==> src/rtl/codificador_2de5_serial.sv <==
`default_nettype none
// ============================================================================
//  Module   : codificador_2de5_serial
//  Purpose  : Serial transmitter for the 2-of-5 digit code. Takes one BCD
//             digit over a valid/ready handshake, encodes it with weights
//             7-4-2-1-0 (E1..E5) and shifts the codeword out MSB (E1) first,
//             framed by quadro, followed by a one-bit-time idle gap.
//             Digits above 9 are rejected with a one-cycle erro pulse.
//  Ports    : clk     - rising-edge clock
//             rst     - synchronous, active-high reset
//             dado    - BCD digit, sampled on an accepted transfer
//             valido  - producer has a digit on dado
//             pronto  - block can accept a digit (combinational)
//             codigo  - last valid codeword, codigo[4]=E1 .. codigo[0]=E5
//             saida   - serial line
//             quadro  - high while a codeword bit is on saida
//             erro    - one-cycle pulse after an out-of-range digit
//  Revision : 1.0 - initial release
// ============================================================================
module codificador_2de5_serial #(
  parameter int BIT_DIV = 4
) (
  input  logic       clk,
  input  logic       rst,
  input  logic [3:0] dado,
  input  logic       valido,
  output logic       pronto,
  output logic [4:0] codigo,
  output logic       saida,
  output logic       quadro,
  output logic       erro
);

  localparam logic [1:0] OCIOSO    = 2'd0;
  localparam logic [1:0] TRANSMITE = 2'd1;
  localparam logic [1:0] PAUSA     = 2'd2;

  localparam logic [7:0] c_DIV_MAX    = 8'(BIT_DIV - 1);
  localparam logic [2:0] c_ULTIMO_BIT = 3'd4;

  logic [1:0] r_estado;
  logic [1:0] w_prox_estado;
  logic [7:0] r_div;
  logic [2:0] r_indice;
  logic [4:0] r_desloc;
  logic [4:0] r_codigo;
  logic       r_quadro;
  logic       r_erro;
  logic [4:0] w_palavra;
  logic       w_digito_ok;
  logic       w_fim_bit;

  // 2-of-5 codeword for the digit on dado, weights 7-4-2-1-0 (0 uses 7+4)
  always_comb begin
    w_palavra = 5'b00000;
    case (dado)
      4'd0:    w_palavra = 5'b11000;
      4'd1:    w_palavra = 5'b00011;
      4'd2:    w_palavra = 5'b00101;
      4'd3:    w_palavra = 5'b00110;
      4'd4:    w_palavra = 5'b01001;
      4'd5:    w_palavra = 5'b01010;
      4'd6:    w_palavra = 5'b01100;
      4'd7:    w_palavra = 5'b10001;
      4'd8:    w_palavra = 5'b10010;
      4'd9:    w_palavra = 5'b10100;
      default: w_palavra = 5'b00000;
    endcase
  end

  assign w_digito_ok = (dado <= 4'd9);
  assign w_fim_bit   = (r_div == c_DIV_MAX);

  // State register
  always_ff @(posedge clk) begin
    if (rst) begin
      r_estado <= OCIOSO;
    end else begin
      r_estado <= w_prox_estado;
    end
  end

  // Next-state logic
  always_comb begin
    w_prox_estado = r_estado;
    case (r_estado)
      OCIOSO:    if (valido && w_digito_ok) w_prox_estado = TRANSMITE;
      TRANSMITE: if (w_fim_bit && (r_indice == c_ULTIMO_BIT)) w_prox_estado = PAUSA;
      PAUSA:     if (w_fim_bit) w_prox_estado = OCIOSO;
      default:   w_prox_estado = OCIOSO;
    endcase
  end

  // Output logic: only pronto is combinational, gated by reset
  always_comb begin
    pronto = (r_estado == OCIOSO) && !rst;
  end

  // Registered datapath. saida is the MSB of the shift register; zeros are
  // shifted in, so after the fifth bit the line falls to 0 by itself.
  always_ff @(posedge clk) begin
    if (rst) begin
      r_div    <= 8'd0;
      r_indice <= 3'd0;
      r_desloc <= 5'b00000;
      r_codigo <= 5'b00000;
      r_quadro <= 1'b0;
      r_erro   <= 1'b0;
    end else begin
      r_erro <= 1'b0;
      case (r_estado)
        OCIOSO: begin
          r_div    <= 8'd0;
          r_indice <= 3'd0;
          if (valido) begin
            if (w_digito_ok) begin
              r_codigo <= w_palavra;
              r_desloc <= w_palavra;
              r_quadro <= 1'b1;
            end else begin
              r_erro <= 1'b1;
            end
          end
        end
        TRANSMITE: begin
          if (w_fim_bit) begin
            r_div    <= 8'd0;
            r_desloc <= {r_desloc[3:0], 1'b0};
            if (r_indice == c_ULTIMO_BIT) begin
              r_quadro <= 1'b0;
            end else begin
              r_indice <= r_indice + 3'd1;
            end
          end else begin
            r_div <= r_div + 8'd1;
          end
        end
        PAUSA: begin
          if (w_fim_bit) begin
            r_div <= 8'd0;
          end else begin
            r_div <= r_div + 8'd1;
          end
        end
        default: begin
          r_div    <= 8'd0;
          r_indice <= 3'd0;
        end
      endcase
    end
  end

  assign codigo = r_codigo;
  assign saida  = r_desloc[4];
  assign quadro = r_quadro;
  assign erro   = r_erro;

endmodule
`default_nettype wire

==> config.mk <==
export PLATFORM = sky130hd
export DESIGN_NAME = codificador_2de5_serial
export DESIGN_NICKNAME = d
export VERILOG_FILES = /design/src/rtl/codificador_2de5_serial.sv
export SDC_FILE = /design/constraint.sdc
export NUM_CORES = 1
export LEC_CHECK = 0
export CAP_MARGIN = 20
export CORE_MARGIN = 2
export CORE_UTILIZATION = 45
export DETAILED_ROUTE_END_ITERATION = 16
export PLACE_DENSITY = 0.76
export SYNTH_ARGS = -nofsm -noshare
export SYNTH_HDL_FRONTEND = slang
export SYNTH_SLANG_ARGS = --single-unit
==> constraint.sdc <==
create_clock -name clk -period 2.1 [get_ports clk]
set_input_delay 0.21 -clock clk [delete_from_list [all_inputs] [get_ports clk]]
set_output_delay 0.21 -clock clk [all_outputs]
set_load 0.01 [all_outputs]
# After elaboration in Yosys (flattened, before gate mapping)
# Memories as Yosys holds them, arrays and structs flattened.
# Index checks and enable logic that the tools add are counted.
# W data, S select, Z words.
totals:
  ff_bits: 25
  mem_bits_ro: 80
  in_bits: 7
  output_inout_bits: 9
  wordCells: 58
  mem_count: 1
classes:
  add_sub_neg: 2
  order_cmp: 1
  eq_ne: 12
  muxes: 17
  bitwise: 4
  reduce_logical: 14
mem_list:
  columns: ["memory", "depth", "word_bits", "read_ports", "rd_clocked_by_memory_dff", "write_ports", "line", "rtl"]
  rows:
  - ["(name not given)", 16, 5, 1, 0, 0, "56", "case (dado)"]
ops:
  columns: ["operator", "n"]
  rows:
  - ["$ne A2 B2 Y1 const B", 8]
  - ["$mux W5", 3]
  - ["$pmux W5 S2", 1]
  - ["$reduce_and A3 Y1", 3]
  - ["$add A8 B1 Y8 const B", 1]
  - ["$eq A8 B2 Y1 const B", 1]
  - ["$mux W2", 3]
  - ["$mux W3", 2]
  - ["$pmux W2 S3", 1]
  - ["$pmux W3 S2", 1]
  - ["$reduce_or A3 Y1", 2]
  - ["$mux W1", 5]
  - ["$reduce_and A5 Y1", 1]
  - ["$le A4 B4 Y1 const B", 1]
  - ["$not A1 Y1", 4]
  - ["$reduce_and A4 Y1", 1]
  - ["$add A3 B1 Y3 const B", 1]
  - ["$eq A3 B3 Y1 const B", 1]
  - ["$logic_and A1 B1 Y1", 3]
  - ["$eq A2 B1 Y1 const B", 1]
  - ["$eq A2 B2 Y1 const B", 1]
  - ["$logic_not A2 Y1", 1]
  - ["$pmux W1 S2", 1]
  - ["$reduce_bool A2 Y1", 1]
  - ["other kinds (2)", 2]

# Depth between registers and ports, before layout
depth:
  ltp_word: 4
  ltp_mapped: 7
  ltp_nobuf: 6

# Worst setup path before layout
# OpenSTA, ideal clock, no wires.
synth_timing:
  kind: "flip-flop to flip-flop"
  startpoint: "register r_div[0]"
  endpoint: "register r_estado[0]"
  setup_time_ps: 72
  t_arrival_ps: 1738
  required_ps: 2028
  path_slack_ps: 290
  stages_incl_launch_ff: 6
  n_path_buf: 0
  synth_period_minus_slack_ps: 1810
  path_cell_list: "dfxtp_1 -> ha_1 -> or3b_1 -> or3_1 -> a21oi_2 -> mux2i_1"
synth_between:
  elab_chain_len: 4
  elab_cells_between_ends: 5
  classes_between: "eq/ne: 3; reduce/logical: 2"
synth_rtl:
  columns: ["item", "line", "rtl"]
  rows:
  - ["from (decl)", "43", "logic [7:0] r_div;"]
  - ["from (signal assigned)", "135", "r_div <= r_div + 8'd1;"]
  - ["from (signal assigned)", "142", "r_div <= r_div + 8'd1;"]
  - ["$eq A8 B2 Y1 *", "72", "assign w_fim_bit = (r_div == c_DIV_MAX);"]
  - ["$logic_and A1 B1 Y1", "88", "TRANSMITE: if (w_fim_bit && (r_indice == c_ULTIMO_BIT)) w_prox_estado = PAUSA;"]
  - ["$ne A2 B2 Y1 (no source line)", null, null]
  - ["$reduce_and A3 Y1 (no source line) *", null, null]
  - ["to (signal assigned)", "79", "r_estado <= w_prox_estado;"]
  - ["to (decl)", "41", "logic [1:0] r_estado;"]
# Every way passes the cells marked *; elsewhere a longest branch is shown, timed or not.
# A chain may end at the register's enable or synchronous reset.

# Final worst setup path
layout_timing:
  startpoint: "register r_estado[1]"
  endpoint: "output port pronto"
layout_between:
  elab_chain_len: 2
layout_rtl:
  columns: ["item", "line", "rtl"]
  rows:
  - ["$logic_not A2 Y1", "96", "pronto = (r_estado == OCIOSO) && !rst;"]
  - ["$logic_and A1 B1 Y1", "96", null]
  - ["to (decl)", "27", "output logic pronto,"]
# Every way passes these cells.

==> flow_summary.ini <==
[outcome]
status = completed

[drt]
top_layer = met4
wl_per_cell_microns = 13.63
ant_nets = 0
num_vias = 1184
route.detailed.drc = 0
via_per_inst = 5.638
first_pass_iters = 4
m1WireLength_microns = 1315
wl_met3_microns = 76
wl_microns = 2863
initialDrtViolationCount = 67
wl_met2_microns = 1434

[yosys]
yosysTopAreaCell = dfxtp_1
seq_area_frac_synth_pct = 35.75
synth_area_sq_um = 1400
synth_cell_type_count = 41
avgSynthCellArea_sq_um = 8.918
synth-edff-count = 0
async_reset_ff_share_pct = 0
synthTopCellsByCount = dfxtp_1 (25), nor2_1 (18), ha_1 (12)
ys_seq_elements = 25
synth.top_cell.area_share_pct = 35.75
ys.flop_type = dfxtp_1
synth.net_count = 176
yosys_warnings = 0
synth_most_common_cell = dfxtp_1
synthTopCellsByArea = dfxtp_1 (36%), ha_1 (11%), mux2i_1 (7.9%)
syn_inst = 157

[critical_path]
crit_chain = inv_1 -> ha_4 -> nor2b_1 -> clkdlybuf4s50_1
worstSetupStartpointType = flip-flop
slowest_delay_ns = 0.55
crit_slowest_cell = clkdlybuf4s50_1
cp_max_fo = 7
crit_required_ns = 1.89
critPathKind = flip-flop to primary output
crit_arrival_ns = 1.73
endpoint_kind = primary output

[clock_tree]
clock_path_buffers = 2
clkTransAtPathRegs_ns = 0.14
cts_sinks = 25
clk_latency_ns = 0.33
post_cts_buffers = 0
numCtsBuffers = 3
cts_root_buf = clkbuf_4
htreeDepth = 1
cts_tree = yes

[grt]
antenna_found_initial = 0
grt_pass1_wl_microns = 4698
grt.overflow.total = 0
grt_max_degree = 21
grt_pass1_vias = 1126
gr-usage-all-layers_pct = 17.17

[placed_design]
gp_congestion = 0.8360
io_buffers = 15
pre_cts_slack_ns = -0.02892
dp_hpwl_microns = 2214
dp_cells = 206

[pwr]
p_per_area_nw_per_um2 = 855.0
p_leak_nw = 0.6320
vdd_drop_max_mv = 0.3432

[timing]
slew_viol_final = 0
rsz0062_at_grt = no
setup_tns_ns = 0
setup_viol = 0
max_freq_ghz = 0.5156
clock_skew_ns = 0.001138
fin_crit_sh_pct = 92.36
final.min_clock_period_ns = 1.940
slew_headroom_pct = 69.85
worst_pin_slew_ns = 0.4475
hold_viol = 0
fin_ws_ns = 0.1605
hold_slack_ns = 0.4878

[run]
cap_violations = 0

[finish]
stdcell_count = 210
final_nets = 197
n_antenna_cell = 0
syn2layout_area_growth_pct = 18.59
drive_gt1_share_pct = 9.040

[die]
io_pins = 16
fp-row-count = 20
dieArea_sq_um = 3574
initial_core_util_pct = 46.63
fp.dieH_microns = 59.78
core_area_sq_um = 3003
fp.dieW_microns = 59.78

[worst_hold_path]
hold_path.class = flip-flop to flip-flop
==> report_power, final <==
group	total, mW	leakage (nW)	internal, mW	switching (mW)
Sequential	0.580	0.203	0.538	0.0422
Combinational	0.614	0.415	0.277	0.337
Clock	0.226	0.0139	0.0731	0.153
==> logic make-up (layout without fill, tap and decap cells) <==
family	Yosys count	after routing	synth area share [%]
and+or+nand+nor	57	57	22.25
muxes	11	11	7.864
adders and majority gates	12	12	10.72
xor gates and xnor gates	7	7	4.379
DFF	25	25	35.75
AOI/OAI and AO/OA	32	32	15.55
buffers and inverters	13	33	3.485
==> layer usage <==
| layer | track usage, % | vias up |
|---|---|---|
| met5 | 0 | - |
| met4 | 6.667 | 0 |
| met3 | 3.247 | 5 |
| met2 | 29.66 | 21 |
| met1 | 20.88 | 560 |
| li1 | - | 598 |
==> flip-flops by register name (all words and copies together) (netlist names) <==
register,flops
r_desloc,5
r_div,8
r_estado,2
erro,1
codigo,5
quadro,1
r_indice,3
==> stage by stage <==
step	utilization, %	area, sq um	total power [mW]
finish	55.29	1660	1.420
global route	55.29	1660	1.521
CTS	54.87	1648	1.407
detailed placement	53.87	1618	1.182
global placement	53.87	1618	1.155
floorplan	-	1400	0.9861
==> timing repair <==
item                       4_1_cts  5_1_grt
setup endpoints to repair        0        1
resized for setup                0        2
hold buffers                     0        0
==> cell type report <==
cell class / count / area (sq um)
fill: 281 / 1343
multi-input combinational: 119 / 863.3
sequential: 25 / 500.5
timing repair buffer: 21 / 195.2
tap: 33 / 41.29
inverter: 8 / 30.03
clock buffer: 3 / 22.52
clock inverter: 1 / 7.507
==> path summary, 6_finish.rpt <==
kind,startpoint,endpoint,slack (ns),cells past startpoint
setup / recovery,r_estado[1],pronto,0.16,4
hold / removal,r_desloc[4],r_desloc[4],0.49,2
setup reg to reg,r_div[0],r_desloc[3],0.19,5
hold reg to reg,r_desloc[4],r_desloc[4],0.49,2
==> critical path: cells and delay by family (launching register included) <==
kind	cells	cell delay [ns]
and+or+nand+nor	1	0.16
adders and majority gates	1	0.19
DFF	1	0.36
buffers and inverters	2	0.69
==> cells in the final DEF, fill, tap and decap left out, drive strengths merged, types with 2 or more instances in the layout <==
cell type and count:
nor2 18, nor2b 2, clkdlybuf4s50 15, nor4 2, a211oi 2, o2bb2ai 2, nand2b 10, o2111ai 2
mux2i 11, xnor2 2, nand3 6, o21ai 6, xor2 5, nand2 5, o31ai 2, inv 7
dfxtp 25, buf 6, clkbuf 3, ha 12, and3 2, a21oi 11, nand3b 3
No activity file was read; power rests on OpenSTA's default activity.
